==> src/rtl/fifo_reader_pkg.sv <==
// Shared types and helpers for the FIFO read-side byte serialiser.
package fifo_reader_pkg;

    typedef enum logic [1:0] {
        IDLE = 2'd0,
        POP  = 2'd1,
        CAPT = 2'd2,
        SEND = 2'd3
    } state_t;

    function automatic int unsigned num_bytes(input int unsigned data_width,
                                              input int unsigned byte_width);
        return data_width / byte_width;
    endfunction

endpackage

==> src/rtl/fifo_reader_if.sv <==
// FIFO read port plus byte-stream handshake between fifo_reader and its neighbours.
interface fifo_reader_if #(
    parameter int unsigned DATA_WIDTH = 32,
    parameter int unsigned BYTE_WIDTH = 8
);
    logic                  fifo_empty;
    logic [DATA_WIDTH-1:0] fifo_data;
    logic                  fifo_pop;
    logic [BYTE_WIDTH-1:0] tx_data;
    logic                  tx_valid;
    logic                  tx_ready;
    logic                  tx_last;

    modport master (
        input  fifo_empty, fifo_data, tx_ready,
        output fifo_pop, tx_data, tx_valid, tx_last
    );

    modport slave (
        output fifo_empty, fifo_data, tx_ready,
        input  fifo_pop, tx_data, tx_valid, tx_last
    );
endinterface

==> src/rtl/fifo_reader.sv <==
// Pops words from a registered-output FIFO and streams them out as bytes
// on a valid/ready interface, counting completed words.
module fifo_reader
    import fifo_reader_pkg::*;
#(
    parameter int unsigned DATA_WIDTH = 32,
    parameter int unsigned BYTE_WIDTH = 8,
    parameter bit          MSB_FIRST  = 1'b1,
    parameter int unsigned CNT_WIDTH  = 16
) (
    input  logic                 clk,
    input  logic                 reset,
    input  logic                 enable,
    fifo_reader_if.master        bus,
    output logic                 busy,
    output logic [CNT_WIDTH-1:0] words_sent
);

    localparam int unsigned NUM_BYTES = num_bytes(DATA_WIDTH, BYTE_WIDTH);
    localparam int unsigned IDX_W     = (NUM_BYTES > 1) ? $clog2(NUM_BYTES) : 1;
    localparam logic [IDX_W-1:0] LAST_IDX = IDX_W'(NUM_BYTES - 1);
    localparam bit         SINGLE_BYTE = (NUM_BYTES == 1);

    state_t                state;
    logic [IDX_W-1:0]      idx;
    logic [DATA_WIDTH-1:0] shreg;
    logic [DATA_WIDTH-1:0] shreg_next_c;
    logic                  accept_c;
    logic                  start_c;

    // The byte on the wire is always the "head" of the shift register.
    function automatic logic [BYTE_WIDTH-1:0] head(input logic [DATA_WIDTH-1:0] w);
        if (MSB_FIRST) return BYTE_WIDTH'(w >> (DATA_WIDTH - BYTE_WIDTH));
        else           return BYTE_WIDTH'(w);
    endfunction

    always_comb begin
        accept_c     = bus.tx_valid && bus.tx_ready;
        start_c      = enable && !bus.fifo_empty;
        shreg_next_c = MSB_FIRST ? (shreg << BYTE_WIDTH) : (shreg >> BYTE_WIDTH);
    end

    always_ff @(posedge clk) begin
        if (!reset) begin
            state        <= IDLE;
            bus.fifo_pop <= 1'b0;
            bus.tx_valid <= 1'b0;
            bus.tx_last  <= 1'b0;
            bus.tx_data  <= '0;
            busy         <= 1'b0;
            words_sent   <= '0;
            idx          <= '0;
            shreg        <= '0;
        end else begin
            bus.fifo_pop <= 1'b0;
            unique case (state)
                IDLE: begin
                    if (start_c) begin
                        state        <= POP;
                        bus.fifo_pop <= 1'b1;
                        busy         <= 1'b1;
                    end
                end
                POP: begin
                    state <= CAPT;
                end
                CAPT: begin
                    // FIFO data is valid here, one cycle after the pop was sampled.
                    shreg        <= bus.fifo_data;
                    idx          <= '0;
                    bus.tx_data  <= head(bus.fifo_data);
                    bus.tx_valid <= 1'b1;
                    bus.tx_last  <= SINGLE_BYTE;
                    state        <= SEND;
                end
                SEND: begin
                    if (accept_c) begin
                        if (idx == LAST_IDX) begin
                            words_sent   <= words_sent + CNT_WIDTH'(1);
                            bus.tx_valid <= 1'b0;
                            bus.tx_last  <= 1'b0;
                            idx          <= '0;
                            if (start_c) begin
                                state        <= POP;
                                bus.fifo_pop <= 1'b1;
                            end else begin
                                state <= IDLE;
                                busy  <= 1'b0;
                            end
                        end else begin
                            idx         <= idx + IDX_W'(1);
                            shreg       <= shreg_next_c;
                            bus.tx_data <= head(shreg_next_c);
                            bus.tx_last <= ((idx + IDX_W'(1)) == LAST_IDX);
                        end
                    end
                end
                default: state <= IDLE;
            endcase
        end
    end

endmodule

==> src/flat_wrapper.sv <==
// flat-port wrapper written by rule: the top's interface ports become plain ports
module fifo_reader_flat import fifo_reader_pkg::*;
#(
    parameter int unsigned DATA_WIDTH = 32,
    parameter int unsigned BYTE_WIDTH = 8,
    parameter bit          MSB_FIRST  = 1'b1,
    parameter int unsigned CNT_WIDTH  = 16
)
  (clk, reset, enable, busy, words_sent, bus_fifo_empty, bus_fifo_data, bus_tx_ready, bus_fifo_pop, bus_tx_data, bus_tx_valid, bus_tx_last);
  fifo_reader_if #(.DATA_WIDTH(DATA_WIDTH), .BYTE_WIDTH(BYTE_WIDTH)) bus_i ();
  input  logic clk;
  input  logic reset;
  input  logic enable;
  output logic busy;
  output logic [CNT_WIDTH-1:0] words_sent;
  input wire logic [$bits(bus_i.fifo_empty)-1:0] bus_fifo_empty;
  input wire logic [$bits(bus_i.fifo_data)-1:0] bus_fifo_data;
  input wire logic [$bits(bus_i.tx_ready)-1:0] bus_tx_ready;
  output wire logic [$bits(bus_i.fifo_pop)-1:0] bus_fifo_pop;
  output wire logic [$bits(bus_i.tx_data)-1:0] bus_tx_data;
  output wire logic [$bits(bus_i.tx_valid)-1:0] bus_tx_valid;
  output wire logic [$bits(bus_i.tx_last)-1:0] bus_tx_last;
  assign bus_i.fifo_empty = bus_fifo_empty;
  assign bus_i.fifo_data = bus_fifo_data;
  assign bus_i.tx_ready = bus_tx_ready;
  assign bus_fifo_pop = bus_i.fifo_pop;
  assign bus_tx_data = bus_i.tx_data;
  assign bus_tx_valid = bus_i.tx_valid;
  assign bus_tx_last = bus_i.tx_last;
  fifo_reader #(.DATA_WIDTH(DATA_WIDTH), .BYTE_WIDTH(BYTE_WIDTH), .MSB_FIRST(MSB_FIRST), .CNT_WIDTH(CNT_WIDTH)) u_core (.clk(clk), .reset(reset), .enable(enable), .bus(bus_i), .busy(busy), .words_sent(words_sent));
endmodule
==> config.mk <==
export PLATFORM = sky130hd
export DESIGN_NAME = fifo_reader_flat
export DESIGN_NICKNAME = d
export VERILOG_FILES = /design/src/rtl/fifo_reader_pkg.sv /design/src/rtl/fifo_reader_if.sv /design/src/rtl/fifo_reader.sv /design/src/flat_wrapper.sv
export SDC_FILE = /design/constraint.sdc
export NUM_CORES = 1
export LEC_CHECK = 0
export ABC_AREA = 0
export CORE_UTILIZATION = 40
export CTS_BUF_LIST = sky130_fd_sc_hd__clkbuf_4
export DETAILED_ROUTE_END_ITERATION = 16
export HOLD_SLACK_MARGIN = 0.02
export PLACE_DENSITY = 0.69
export SLEW_MARGIN = 10
export SYNTH_ARGS = -nofsm -noshare
export SYNTH_HDL_FRONTEND = slang
export SYNTH_SLANG_ARGS = --single-unit
export TNS_END_PERCENT = 1
==> constraint.sdc <==
create_clock -name clk -period 2.25 [get_ports clk]
set_input_delay 0.45 -clock clk [delete_from_list [all_inputs] [get_ports clk]]
set_output_delay 0.45 -clock clk [all_outputs]
set_load 0.01 [all_outputs]
==> impl_metrics.py <==
metrics = {
    "routing": {
        "drtIter0Drc": 46,
        "avgRoutedWirePerCell_um": 12.8,
        "wl_mm": 5.38,
        "postRouteAntennaNets": 0,
        "dr.pass1.iters": 4,
        "drc": 0,
        "vias": 2187,
        "viasPerCell": 5.22,
    },
    "yosys": {
        "synthCells": 277,
        "syn_area_per_cell_um2": 9.06,
        "synth_warnings": 0,
        "ys_ff_latch": 56,
        "async_flop_share": 0,
        "ys_seq_area_frac": 0.447,
        "synth_ff_type": "dfxtp_1",
        "syn_nets": 322,
        "netlist_area_um2": 2510,
        "synth_edf_count": 0,
        "synth.distinct_cells": 36,
    },
    "worst_hold_path": {
        "worstHoldPathType": "flip-flop to flip-flop",
    },
    "sta": {
        "worstMarginPinSlew_ns": 0.520,
        "min_period_ns": 2.09,
        "period_share": 0.927,
        "timing.fmax_mhz": 479,
        "fin_worst_skew_ns": 0.0226,
        "holdWs_ns": 0.466,
        "relSlewSlack": 0.653,
        "rsz0062_at_grt": "false",
        "setup_viol": 0,
        "setup_ws_ns": 0.164,
        "hold_viol": 0,
        "maxSlewViolCount": 0,
    },
    "clock_network": {
        "clkSinkCount": 56,
        "cts_tree": "yes",
        "clkLatencyLatePin_ns": 0.38,
        "cts_setup_buffers": 0,
        "path_clk_slew_ns": 0.16,
        "hold_buffers": 0,
        "clock-root-buffer": "clkbuf_4",
        "htree_levels": 2,
        "cts_made_buffers": 5,
        "cts_buffer_depth": 2,
    },
    "pwr": {
        "switchingPower_uw": 916,
        "ir_worst_vdd_mv": 0.478,
        "power.density_nw_per_um2": 843,
        "seqPwrFrac": 0.458,
        "internal-power_mw": 1.94,
        "switching_share": 0.321,
        "combPwrFrac": 0.351,
        "p_leak_nw": 1.10,
        "power.total_mw": 2.86,
        "clkPwrFrac": 0.191,
    },
    "placement": {
        "dp_slack_ns": -0.220,
        "gp_congestion": 0.797,
        "placed_area_um2": 3300,
        "dp_hpwl_mm": 3.73,
        "io_buffers": 64,
    },
    "floorplanning": {
        "core-area_um2": 5990,
        "die_h_um": 81.2,
        "row_count": 28,
        "die_w_um": 81.2,
        "die-area_um2": 6590,
        "design.portCount": 65,
        "start_util": 0.419,
    },
    "final_layout": {
        "final_common_cell": "clkdlybuf4s50_1",
        "fillerInstances": 542,
        "drive_gt1_frac": 0.0785,
        "layout_common_cells": "64 x clkdlybuf4s50_1, 56 x dfxtp_1, 42 x nor2_1",
        "seqCellArea_um2": 1120,
        "area_delta_synth_final_pct": 35.2,
        "multi_input_area_um2": 1320,
        "antennaDiodeCount": 0,
        "fin_util": 0.566,
        "final_area_um2": 3390,
        "layout.nets": 388,
    },
    "grt": {
        "antenna_found_initial": 0,
        "grt_pass1_vias": 1982,
        "grt_first_pass_wirelength_mm": 8.85,
        "grt_use_total": 0.172,
        "gr-total-overflow": 0,
        "grt_max_degree": 37,
    },
    "status": {
        "outcome": "complete, no violations",
    },
    "worst_setup_path": {
        "crit_required_ns": 2.56,
        "startpoint_type": "flip-flop",
        "path_class": "flip-flop to flip-flop",
        "cp_max_fo": 7,
        "cp-end-kind": "flip-flop",
        "ff2ff_setup_slack_ns": 0.16,
        "arrival_ns": 2.40,
    },
    "job": {
        "maxCapViolations": 0,
    },
}
## layer usage
metal	track usage	vias to the layer above	wire length, um	part of all wire
li1	-	1137	-	-
met1	0.222	997	2650	0.49
met2	0.286	45	2430	0.45
met3	0.0326	8	243	0.045
met4	0.0589	0	57	0.011
met5	0	-	0	0
## synthesized netlist by cell type (all sizes together), types with 3 or more instances
cell type / number / area share
dfxtp: 56 / 0.45
nor2: 42 / 0.063
a211oi: 25 / 0.075
mux2i: 25 / 0.10
a21oi: 17 / 0.034
nand2: 14 / 0.021
clkbuf: 10 / 0.015
o21ai: 9 / 0.018
ha: 8 / 0.040
inv: 7 / 0.010
nand3: 7 / 0.014
buf: 6 / 0.010
or3: 6 / 0.016
a22oi: 5 / 0.015
xnor2: 5 / 0.017
nand3b: 4 / 0.012
nand4: 4 / 0.016
nor4: 4 / 0.010
and4: 3 / 0.011
nand2b: 3 / 0.0075
or4: 3 / 0.0090
## critical path, cell delays in order (launching register included)
cell and delay (ns):
dfxtp_1 0.42, ha_1 0.25, nand4_4 0.15, or4_4 0.58, or4_1 0.48, a21oi_1 0.14
## state kept, by name, indices dropped and copies added (netlist names)
| signal | cells |
|---|---|
| u_core.bus.fifo_pop | 1 |
| u_core.idx | 2 |
| u_core.busy | 1 |
| u_core.bus.tx_last | 1 |
| u_core.bus.tx_valid | 1 |
| u_core.bus.tx_data | 8 |
| u_core.shreg | 24 |
| u_core.words_sent | 16 |
| u_core.state | 2 |
## cells by family (layout without fill, tap and decap cells)
family | Yosys count | after routing | share of synthesized area
AOI/OAI and AO/OA | 63 | 63 | 0.162
xor gates and xnor gates | 7 | 7 | 0.0244
adders and majority gates | 8 | 8 | 0.0399
buffers and inverters | 23 | 90 | 0.0359
DFF | 56 | 56 | 0.447
muxes | 25 | 25 | 0.0998
and+or+nand+nor | 95 | 95 | 0.191
## cell type report
type                       count  area share
multi-input combinational    198       0.388
tap                           75      0.0277
timing repair buffer          75       0.223
clock inverter                 3      0.0125
sequential                    56       0.331
clock buffer                   5      0.0111
inverter                       7     0.00775
## through the flow
step	setup TNS, ns	instances
floorplan	0	277
global placement	-0.904	411
detailed placement	-1.15	411
CTS	0	419
global route	0	419
finish	0	419
## path summary, 6_finish.rpt
kind                           startpoint                                 end  cells after the start
max            u_core.idx[1]$_SDFFE_PN0P_  u_core.words_sent[15]$_SDFFE_PN0P_                      5
min          u_core.shreg[7]$_SDFFE_PN0P_        u_core.shreg[7]$_SDFFE_PN0P_                      2
max reg2reg    u_core.idx[1]$_SDFFE_PN0P_  u_core.words_sent[15]$_SDFFE_PN0P_                      5
min reg2reg  u_core.shreg[7]$_SDFFE_PN0P_        u_core.shreg[7]$_SDFFE_PN0P_                      2
## timing repair
item,4_1_cts,5_1_grt
endpoints found under the setup margin,2,15
gates resized for setup,1,3
gates cloned,0,0
## power groups by stage
stage | registers, mW | clock network [mW] | logic [mW]
5_1_grt | 1.34 | 0.609 | 1.11
3_5_place_dp | 1.34 | 0 | 1.00
4_1_cts | 1.31 | 0.571 | 1.01
2_1_floorplan | 1.35 | 0 | 0.597
3_3_place_gp | 1.33 | 0 | 0.980
6_report | 1.31 | 0.547 | 1.00
Power figures use the tool's default switching activity.
==> patch: new RTL, config.mk and constraints unchanged <==
`CNT_WIDTH` is set to 16 in 2 places; all go to 12.
--- a/src/rtl/fifo_reader.sv
+++ b/src/rtl/fifo_reader.sv
@@ -8,3 +8,3 @@
     parameter bit          MSB_FIRST  = 1'b1,
-    parameter int unsigned CNT_WIDTH  = 16
+    parameter int unsigned CNT_WIDTH  = 12
 ) (
--- a/src/flat_wrapper.sv
+++ b/src/flat_wrapper.sv
@@ -6,3 +6,3 @@
     parameter bit          MSB_FIRST  = 1'b1,
-    parameter int unsigned CNT_WIDTH  = 16
+    parameter int unsigned CNT_WIDTH  = 12
 )
Ports: changed (resized words_sent); port bits go from 65 to 61. The function was not compared with the original's and may differ.
==> patch against the unedited design <==
Worst setup slack better by 0.17 ns; sequential share of layout area down 0.44 points; synthesized area down 1.4%; final area down 5.9%; sequential cell count down 4; routed wire length down 9.9%; utilization down 3.0 points; fmax up 8.8%; power down 11%; critical path type is now flop to primary output; critical endpoint is now words_sent[2].
==> patch: results (changes against the unedited design) <==
Syn Inst Count -> 252 (-9.0%)
Clock Path Buffers -> 2 (unchanged)
WP data arrival -> 1.47 ns (-0.93 ns)
DR iter-0 viols -> 66 (+43%)
CP Max Fanout -> 8 (+1)
Crit path largest cell delay -> 0.59 ns
vias in the first global route -> 1873 (-5.5%)
maximum VDD drop -> 0.0004060 V (-15%)
GP Congestion -> 0.7390 (-7.3%)
H-tree depth -> 2 (unchanged)
GRT Total Usage -> 15.95% (-1.2 points)
syn_nets -> 297 (-7.8%)
Worst Skew -> 0.007609 ns (-0.01495 ns)
detailed placement HPWL -> 3309 microns (-11%)
Post-synth top cells -> dfxtp_1, nand2_1, mux2i_1
Worst-path clk slew -> 0.14 ns (-0.02 ns)
sequential share of the synthesized area -> 42.08% (-2.6 points)
worst-skew pair later-pin latency -> 0.37 ns
number of distinct library cells after synthesis -> 37 (+2.8%)
initial antenna violation count -> 0 (unchanged)
PortBufs -> 60 (-6.3%)
status -> complete, no violations
layout cell share with drive strength beyond 1 -> 5.863% (-2.0 points)
GRT overflow -> 0 (unchanged)
average vias per placed instance -> 5.188 (-0.60%)
first-pass GRT wire length -> 8073 microns (-8.7%)
Root Buffer -> clkbuf_4
hold crit path type -> flop to flop
largest net degree at the start of global routing -> 57 (+54%)
synth top area cells -> dfxtp_1, mux2i_1, o211a_1
Post-CTS Setup Inserts -> 0 (unchanged)
DRT Pass-1 Iters -> 4 (unchanged)
post-place setup slack -> 0.2329 ns (+0.4525 ns)
Top delay family on crit path -> buffers and inverters
Yosys warnings -> 0 (unchanged)
relative slew slack -> 65.74% (+0.48 points)
PostCTS Resize Cnt -> 0 (-1)
fillers -> 566 (+4.4%)
Layout Nets -> 351 (-9.5%)
CTS Buf Count -> 5 (unchanged)
WL per Instance -> 12.70 microns (-1.1%)
ys flop type -> dfxtp_1
fraction of registers with async set/reset -> 0% (unchanged)
largest registers -> u_core.shreg: 24 flops, u_core.words_sent: 12 flops, u_core.bus.tx_data: 8 flops
critical path's slowest cell -> clkdlybuf4s50_1
Static Leak -> 1.354 nW (+23%)
Ant. Diodes -> 0 (unchanged)
## patch: kinds of logic after synthesis
| logic type | after synthesis | share of synthesized area [%] |
|---|---|---|
| mux | 25 | 10.12 |
| fa+ha+maj | 8 | 4.047 |
| simple gates | 87 | 19.63 |
| xor+xnor | 10 | 3.541 |
| compound gates | 47 | 15.33 |
| flops | 52 | 42.08 |
| buf+inv | 23 | 5.260 |
## patch: area by class of cell
| cell class | instances | share of cell area [%] |
|---|---|---|
| inverter | 3 | 0.3528 |
| timing repair buffer | 67 | 21.09 |
| multi-input combinational | 177 | 41.24 |
| clock inverter | 3 | 0.5880 |
| sequential | 52 | 32.61 |
| clock buffer | 5 | 1.176 |
| tap | 75 | 2.940 |
## patch: final timing paths
check / endpoint / cells past startpoint / slack (ns) / startpoint
worst max-delay path: words_sent[2] / 1 / 0.33 / u_core.words_sent[2]
worst min-delay path: u_core.shreg[1] / 2 / 0.47 / u_core.shreg[1]
worst min register to register: u_core.shreg[1] / 2 / 0.47 / u_core.shreg[1]
worst max register to register: u_core.shreg[21] / 7 / 0.42 / u_core.state[0]
## patch: power breakdown
| group | switching [mW] | internal, mW |
|---|---|---|
| registers | 0.118 | 1.13 |
| logic | 0.415 | 0.461 |
| clock network | 0.298 | 0.118 |
## patch: stage by stage
stage | std cells | util (%) | area [sq um]
5_1_grt | 382 | 53.59 | 3192
6_report | 382 | 53.59 | 3192
3_5_place_dp | 374 | 52.65 | 3136
2_1_floorplan | 252 | - | 2474
3_3_place_gp | 374 | 52.65 | 3136
4_1_cts | 382 | 53.59 | 3192
## patch: metal layers
layer / vias to the layer above / wire length [microns] / track usage, %
li1: 1016 / - / -
met1: 924 / 2330 / 19.02
met2: 40 / 2232 / 27.03
met3: 2 / 261 / 4.091
met4: 0 / 25 / 6.429
met5: - / 0 / 0
